--- src/rtl/ucie_ctl_tx_gearbox.sv ---
// UCIe TX gearbox: queues FDI flits and serialises each one LSB chunk first onto the narrower RDI bus.
// Registered RDI output; holds while RDI trdy is low; FDI trdy low when not ACTIVE or FIFO full. Macro: UCIE_TX_OCCUPANCY_EN.
module ucie_ctl_tx_gearbox #(
    parameter int         FDI_WIDTH   = 256,
    parameter int         RATIO       = 4,
    parameter int         FIFO_DEPTH  = 8,
    parameter logic [3:0] UCIE_ACTIVE = 4'b0001,
    localparam int        RDI_WIDTH   = FDI_WIDTH / RATIO
) (
    input  logic                         i_clk,
    input  logic                         i_rst,
    input  logic [3:0]                   i_fdi_pl_state_sts,
    input  logic                         i_fdi_lp_valid,
    input  logic                         i_fdi_lp_irdy,
    input  logic [FDI_WIDTH-1:0]         i_w_data,
    output logic                         o_fdi_pl_trdy,
    output logic                         o_tx_overf_err,
    output logic                         o_rdi_lp_valid,
    output logic                         o_rdi_lp_irdy,
    input  logic                         i_rdi_pl_trdy,
    output logic [RDI_WIDTH-1:0]         o_r_data
`ifdef UCIE_TX_OCCUPANCY_EN
    ,
    output logic [$clog2(FIFO_DEPTH):0]  o_tx_occupancy
`endif
);
    localparam int            AW       = $clog2(FIFO_DEPTH);
    localparam int            CW       = (RATIO > 1) ? $clog2(RATIO) : 1;
    localparam logic [CW-1:0] LAST_CNT = CW'(RATIO - 1);
    localparam logic [CW-1:0] CNT_ONE  = 1;
    localparam logic [AW:0]   PTR_ONE  = 1;

    typedef enum logic [1:0] {IDLE = 2'd0, ACTIVE = 2'd1, DRAIN = 2'd2, FLUSH = 2'd3} state_t;

    state_t               state_q, state_d;
    logic [AW:0]          wr_ptr_q, wr_ptr_d, rd_ptr_q, rd_ptr_d, rd_nxt, sel_ptr;
    logic [CW-1:0]        cnt_q, cnt_d, sel_cnt;
    logic                 vld_q, vld_d, ovf_q, ovf_d;
    logic [RDI_WIDTH-1:0] rdat_q, rdat_d;
    logic [FDI_WIDTH-1:0] mem_q [FIFO_DEPTH];
    logic                 full, empty, push, xfer, last_chunk, flush_sts, is_active, run;

    assign full          = (wr_ptr_q[AW] != rd_ptr_q[AW]) && (wr_ptr_q[AW-1:0] == rd_ptr_q[AW-1:0]);
    assign empty         = (wr_ptr_q == rd_ptr_q);
    assign o_fdi_pl_trdy = (state_q == ACTIVE) && !full;
    assign push          = i_fdi_lp_valid && i_fdi_lp_irdy && o_fdi_pl_trdy;
    assign xfer          = vld_q && i_rdi_pl_trdy;
    assign last_chunk    = (cnt_q == LAST_CNT);
    assign is_active     = (i_fdi_pl_state_sts == UCIE_ACTIVE);
    assign flush_sts     = (i_fdi_pl_state_sts == 4'b1001) || (i_fdi_pl_state_sts == 4'b1010) ||
                           (i_fdi_pl_state_sts == 4'b1100);

    assign o_rdi_lp_valid = vld_q;
    assign o_rdi_lp_irdy  = vld_q;
    assign o_r_data       = rdat_q;
    assign o_tx_overf_err = ovf_q;

    always_comb begin
        state_d = state_q;
        case (state_q)
            IDLE:    if (is_active) state_d = ACTIVE;
            ACTIVE:  if (flush_sts) state_d = FLUSH;
                     else if (!is_active) state_d = DRAIN;
            DRAIN:   if (flush_sts) state_d = FLUSH;
                     else if (is_active) state_d = ACTIVE;
                     else if (empty && !vld_q) state_d = IDLE;
            FLUSH:   state_d = IDLE;
            default: state_d = IDLE;
        endcase
    end

    always_comb begin
        run      = ((state_q == ACTIVE) || (state_q == DRAIN)) && (state_d != FLUSH);
        wr_ptr_d = wr_ptr_q + {{AW{1'b0}}, push};
        rd_ptr_d = rd_ptr_q;
        rd_nxt   = rd_ptr_q + PTR_ONE;
        cnt_d    = cnt_q;
        vld_d    = vld_q;
        rdat_d   = rdat_q;
        sel_ptr  = rd_ptr_q;
        sel_cnt  = cnt_q;
        ovf_d    = i_fdi_lp_valid && i_fdi_lp_irdy && (state_q != ACTIVE);
        if (xfer) begin
            if (last_chunk) begin
                rd_ptr_d = rd_nxt;
                cnt_d    = '0;
                sel_ptr  = rd_nxt;
                sel_cnt  = '0;
            end else begin
                cnt_d   = cnt_q + CNT_ONE;
                sel_cnt = cnt_d;
            end
        end
        // The next head entry is readable only if it was written before this cycle.
        if (run) begin
            if (xfer) begin
                vld_d = !(last_chunk && (rd_nxt == wr_ptr_q));
            end else if (!vld_q) begin
                vld_d = !empty;
            end
            if (vld_d && (xfer || !vld_q)) begin
                rdat_d = mem_q[sel_ptr[AW-1:0]][int'(sel_cnt)*RDI_WIDTH +: RDI_WIDTH];
            end
        end else begin
            vld_d = 1'b0;
        end
        if (state_q == FLUSH) begin
            wr_ptr_d = '0;
            rd_ptr_d = '0;
            cnt_d    = '0;
        end
    end

    always_ff @(posedge i_clk or negedge i_rst) begin
        if (!i_rst) begin
            state_q  <= IDLE;
            wr_ptr_q <= '0;
            rd_ptr_q <= '0;
            cnt_q    <= '0;
            vld_q    <= 1'b0;
            ovf_q    <= 1'b0;
            rdat_q   <= '0;
        end else begin
            state_q  <= state_d;
            wr_ptr_q <= wr_ptr_d;
            rd_ptr_q <= rd_ptr_d;
            cnt_q    <= cnt_d;
            vld_q    <= vld_d;
            ovf_q    <= ovf_d;
            rdat_q   <= rdat_d;
        end
    end

    always_ff @(posedge i_clk) begin
        if (push) begin
            mem_q[wr_ptr_q[AW-1:0]] <= i_w_data;
        end
    end

`ifdef UCIE_TX_OCCUPANCY_EN
    logic [AW:0] occ_q;
    assign o_tx_occupancy = occ_q;

    always_ff @(posedge i_clk or negedge i_rst) begin
        if (!i_rst) begin
            occ_q <= '0;
        end else begin
            occ_q <= wr_ptr_d - rd_ptr_d;
        end
    end
`endif

endmodule

--- config.mk ---
export PLATFORM = sky130hd
export DESIGN_NAME = ucie_ctl_tx_gearbox
export DESIGN_NICKNAME = d
export VERILOG_FILES = /design/src/rtl/ucie_ctl_tx_gearbox.sv
export SDC_FILE = /design/constraint.sdc
export NUM_CORES = 2
export LEC_CHECK = 0
export CORE_MARGIN = 5
export CORE_UTILIZATION = 30
export CTS_CLUSTER_DIAMETER = 40
export DETAILED_ROUTE_END_ITERATION = 8
export SLEW_MARGIN = 20
export SYNTH_ARGS = -nofsm -noshare
export SYNTH_HDL_FRONTEND = slang
export SYNTH_SLANG_ARGS = --single-unit
--- constraint.sdc ---
create_clock -name i_clk -period 21.2 [get_ports i_clk]
set_input_delay 4.24 -clock i_clk [delete_from_list [all_inputs] [get_ports i_clk]]
set_output_delay 4.24 -clock i_clk [all_outputs]
set_load 0.005 [all_outputs]
Word level (Yosys, flattened, before mapping)
Memories as Yosys holds them, arrays and structs flattened.
Index checks and enable logic that the tools add are counted.
Storage, ports and cells
  memories: 1
  ROM bits: 0
  word-level logic and storage cells: 70
  bits in latches: 0
  bits in registers: 78
  RAM bits: 2048
Cells by class
  $lt $le $gt $ge: 0
  add/subtract/negate cells: 3
  shift-type cells: 1
  multipliers: 0
  muxes and demuxes: 20
  bitwise gates (word level): 0
  equal/unequal tests: 14
  reductions and logical operators: 23
  divide/modulo/power cells: 0
Memories
  mem_q: depth 8, bits a word 256, read ports 1, clocked after memory_dff 0, write ports 1, RTL line 40  | logic [FDI_WIDTH-1:0] mem_q [FIFO_DEPTH];
Operator list (count)
  variable part select 256 x 9 -> 64 bit: 1
  2-to-1 mux 2 bit: 9
  2-to-1 mux 4 bit: 4
  equality test 4 bit, second input constant: 3
  logical AND 1 bit: 10
  equality test 4 bit: 2
  case mux 2 bit (4 select lines): 1
  equality test 2 bit, second input constant: 3
  2-to-1 mux 1 bit: 6
  adder 4 x 1 -> 4 bit: 1
  adder 4 x 1 -> 4 bit, second input constant: 1
  equality test 4 x 1 -> 1 bit, second input constant: 1
  logical NOT 1 bit: 4
  logical OR 1 bit: 4
  AND reduction 2 bit: 2
  nonzero test 2 bit: 2
  equality test 3 bit: 1
  adder 2 x 1 -> 2 bit, second input constant: 1
  equality test 2 x 1 -> 1 bit, second input constant: 1
  logical NOT 2 bit: 1
  != test 2 x 1 -> 1 bit, second input constant: 1
  != test 2 bit, second input constant: 1
  != test 1 bit: 1

Depth between registers and ports, before layout
  word-level depth: 11
  gate-level depth with buffers: 13

Worst setup path after synthesis
No wires, ideal clock.
  path kind: input port to flip-flop
  from: input port i_fdi_lp_valid
  to: memory mem_q[0][0] (enable)
  arrival: 21.892 ns
  setup time: 1.188 ns
  buffers on the path: 0
  required time: 20.012 ns
  path slack: -1.880 ns
  stages: 3
  cell sequence: nand2_1 -> or3_1 -> nor3_1
On the way
  cells in the longest elaborated chain, start to end: 4
RTL lines
  start: declaration: RTL line 13  | input logic i_fdi_lp_valid,
  logical AND 1 bit (2 in a row): RTL line 46  | assign push = i_fdi_lp_valid && i_fdi_lp_irdy && o_fdi_pl_trdy;
  2-to-1 mux 1 bit: RTL line 135  | if (push) begin
  2-to-1 mux 1 bit (implied by the code): RTL line 136  | mem_q[wr_ptr_q[AW-1:0]] <= i_w_data;
  end: declaration: RTL line 40
Every way passes these cells.

Worst setup path in the final report
  from: input port i_rdi_pl_trdy
  to: register rdat_q[31], in the netlist o_r_data[31]
On the way
  cells in the longest elaborated chain, start to end: 5
  elaborated cells between the ends (all ways): 10
  classes of those cells: shift: 1; mux: 4; reduce/logical: 4; memory: 1
RTL lines
  start: declaration: RTL line 20  | input logic i_rdi_pl_trdy,
  logical AND 1 bit (*): RTL line 47  | assign xfer = vld_q && i_rdi_pl_trdy;
  branches (longest 4 deep; another with memory (8 x 256 bit))
  end signal: assignment: RTL line 130  | rdat_q <= rdat_d;
  end: declaration: RTL line 39  | logic [RDI_WIDTH-1:0] rdat_q, rdat_d;
Every way passes the cells marked *. The select of a mux whose other input is x is not followed.
A chain may end at the register's enable or synchronous reset.

==> out/results.ini <==
[power]
p_leak_nw=30.8
pwr-share-clk=0.428
internal_power_mw=8.95
p_per_area_nw_per_um2=125
ir_drop_v=0.000103
power.share.sequential=0.391
p_comb_frac=0.181
p_switching_mw=3.54
p_sw_frac=0.283

[layout]
drive_gt1_frac=0.119
area_growth_pct=22.4
stdcell_count=9325
fillCellCount=25000
fin_nets=5741

[sta]
setup_violations=0
slew_viol_final=0
hold_viol_final=0
rsz0062_at_grt=no
clock_skew_ps=111
max_freq_mhz=112
fin_ws_ps=12260
worst_pin_slew_ps=1310
fin_crit_sh=0.422
fin_setup_tns_ps=0
min_period_ps=8940
slew_headroom=0.124

[yosys]
ys_top_cells_by_area=edfxtp_1, o22ai_1, o221ai_1
yosysTopAreaCell=edfxtp_1
synthesis.nets=5426
ys_warn_count=0
seq_area_frac_synth=0.780
netlist_area_um2=81400
avgSynthCellArea_um2=15.8
synthDistinctLibCells=56
syn_inst=5153
synth_edf_count=2048
synthArstFlopShare=0.0367
yosys.area.top_type_share=0.756
ys.flop_type=edfxtp_1
ys_ff_latch=2126

[setup_path]
critPathTopFamily=buffers and inverters
r2r_start=rd_ptr_q[0]
critPathMaxStageDelay_ps=780
slowest_stage=buf_4
cpMostUsedCell=buf_4
end_kind=flip-flop
cp_num_buf_inv=6
critPathArrivalTime_ps=9680
crit_fanout=62
cp_cell_sequence=clkdlybuf4s50_1, and3_1, buf_4, mux2i_4, buf_4, buf_4, buf_4, buf_4, o22ai_1, nor3_1, a21oi_1, a221oi_2, a22o_1
crit_type=in -> reg
critPathLaunch=i_rdi_pl_trdy
worstSetupStartpointType=primary input
required_ps=21940

[grt]
grt_usage=0.169
grt_max_degree=156
grt-ovfl-total=0
grt_pass1_wl_um=356000
grt_pass1_vias=51500
grt_antenna_before_repair=94

[cts]
tritoncts=done
clk_latency_ps=870
cts_resized=0
holdBufCountCts=0
cts.clk_slew.worst_paths_ps=60
cts_root_buf=clkbuf_16
numCtsBuffers=306
post_cts_buffers=0
cts_sinks=2126
htreeDepth=5
cts_max_path_buffers=4

[job]
maxCapViolations=0

[place]
dpl.hpwl_um=127000
pre_cts_slack_ps=11530
place_congestion=0.742
dp.cells=8729
portBuffers=332

[detailed_routing]
ant_nets=0
drtPass1Iterations=6
wl_per_cell_um=26.5
drc=0
drtIter0Drc=4819
wirelength_um=247000
vias=51400
via_per_inst=5.51

[floorplanning]
boundaryPins=333
rows=191
fp.dieH_um=531
initial_core_util=0.301
core_area_um2=271000
die_area_um2=282000
die_x_um=531

[worst_hold_path]
min_path_type=reg -> reg
hp-start=o_r_data[14]

[outcome]
outcome=completed

==> Yosys cell counts (all sizes together) (5+ instances only) <==
| master | instances |
|---|---|
| nor2b | 9 |
| o22a | 11 |
| nand2 | 36 |
| o41ai | 9 |
| mux2 | 9 |
| mux4 | 8 |
| dfrtp | 78 |
| nor2 | 321 |
| ha | 8 |
| o21ai | 331 |
| xor2 | 9 |
| o31ai | 83 |
| nand2b | 5 |
| edfxtp | 2048 |
| clkbuf | 346 |
| buf | 79 |
| inv | 7 |
| mux2i | 27 |
| o22ai | 715 |
| nand3 | 10 |
| a211o | 17 |
| a221oi | 33 |
| a22o | 50 |
| a31oi | 26 |
| a21oi | 247 |
| xnor2 | 5 |
| o221ai | 337 |
| a211oi | 8 |
| nor3 | 242 |
==> registers in the layout (all words and copies together), names as in the netlist <==
signal / count
mem_q: 2048
o_r_data: 64
rd_ptr_q: 4
wr_ptr_q: 4
cnt_q: 2
state_q: 2
o_rdi_lp_irdy: 1
o_tx_overf_err: 1
==> power by group through the flow <==
stage	clock network (mW)	registers, mW	logic [mW]
floorplan	0	4.92	1.36
global placement	0	4.96	2.24
detailed placement	0	4.96	2.27
CTS	5.42	4.88	2.28
global route	5.62	4.89	2.45
finish	5.34	4.88	2.27
==> final timing paths <==
kind	to	slack (ps)	cells after the start
max	o_r_data[31]	12260	13
min	o_r_data[14]	490	2
max reg2reg	o_r_data[31]	15360	12
min reg2reg	o_r_data[14]	490	2
max in group asynchronous	o_r_data[38]	16540	2
min in group asynchronous	o_r_data[3]	3350	1
==> cells by family after synthesis <==
group,synth area share
DFF,0.780
AOI/OAI and AO/OA,0.155
and+or+nand+nor,0.0343
buffers and inverters,0.0210
muxes,0.00678
xor gates and xnor gates,0.00151
adders and majority gates,0.00123
==> per-stage QoR <==
step / hold slack (ps) / total power [mW] / cell area (um^2) / utilization
5_1_grt: 520 / 13.0 / 99600 / 0.368
3_3_place_gp: 464 / 7.20 / 88600 / 0.327
6_report: 489 / 12.5 / 99600 / 0.368
4_1_cts: 494 / 12.6 / 99500 / 0.368
2_1_floorplan: 473 / 6.29 / 81400 / -
3_5_place_dp: 478 / 7.23 / 88600 / 0.327
==> tightest hold or removal path, stage by stage (launching register included) <==
cell and delay, ps:
dfrtp_1 350, nand2_1 70, o41ai_2 50
==> layer usage <==
layer,share of wire,track usage
met1,0.40,0.215
met2,0.48,0.281
met3,0.084,0.0383
met4,0.034,0.0631
met5,0.0013,0
==> layout make-up <==
| cell class | instances | area, um^2 | share of cell area |
|---|---|---|---|
| Antenna cell | 40 | 100 | 0.00100 |
| Clock buffer | 351 | 8020 | 0.0805 |
| Clock inverter | 204 | 2870 | 0.0288 |
| Inverter | 8 | 35.0 | 0.000352 |
| Multi-Input combinational cell | 2594 | 16400 | 0.165 |
| Sequential cell | 2126 | 63500 | 0.637 |
| Tap cell | 3570 | 4470 | 0.0448 |
| Timing Repair Buffer | 432 | 4230 | 0.0425 |
==> placed cells by master (no fill, tap or decap), types with 31 or more instances in the layout <==
cell type        Yosys  routed
o22ai_1            715     715
a22o_1              50      50
clkdlybuf4s50_1      0     331
buf_4                4      88
o31ai_1             83      83
edfxtp_1          2048    2048
clkbuf_1           346      31
dfrtp_1             78      77
diode_2              0      40
nor2_1             321     311
a21oi_1            247     247
clkbuf_16            0     311
nand2_1             36      31
nor3_1             242     240
clkinvlp_4           0      34
o221ai_1           337     337
inv_6                0      31
o21ai_0            331     331
bufinv_16            0      54
Power figures use the tool's default switching activity.
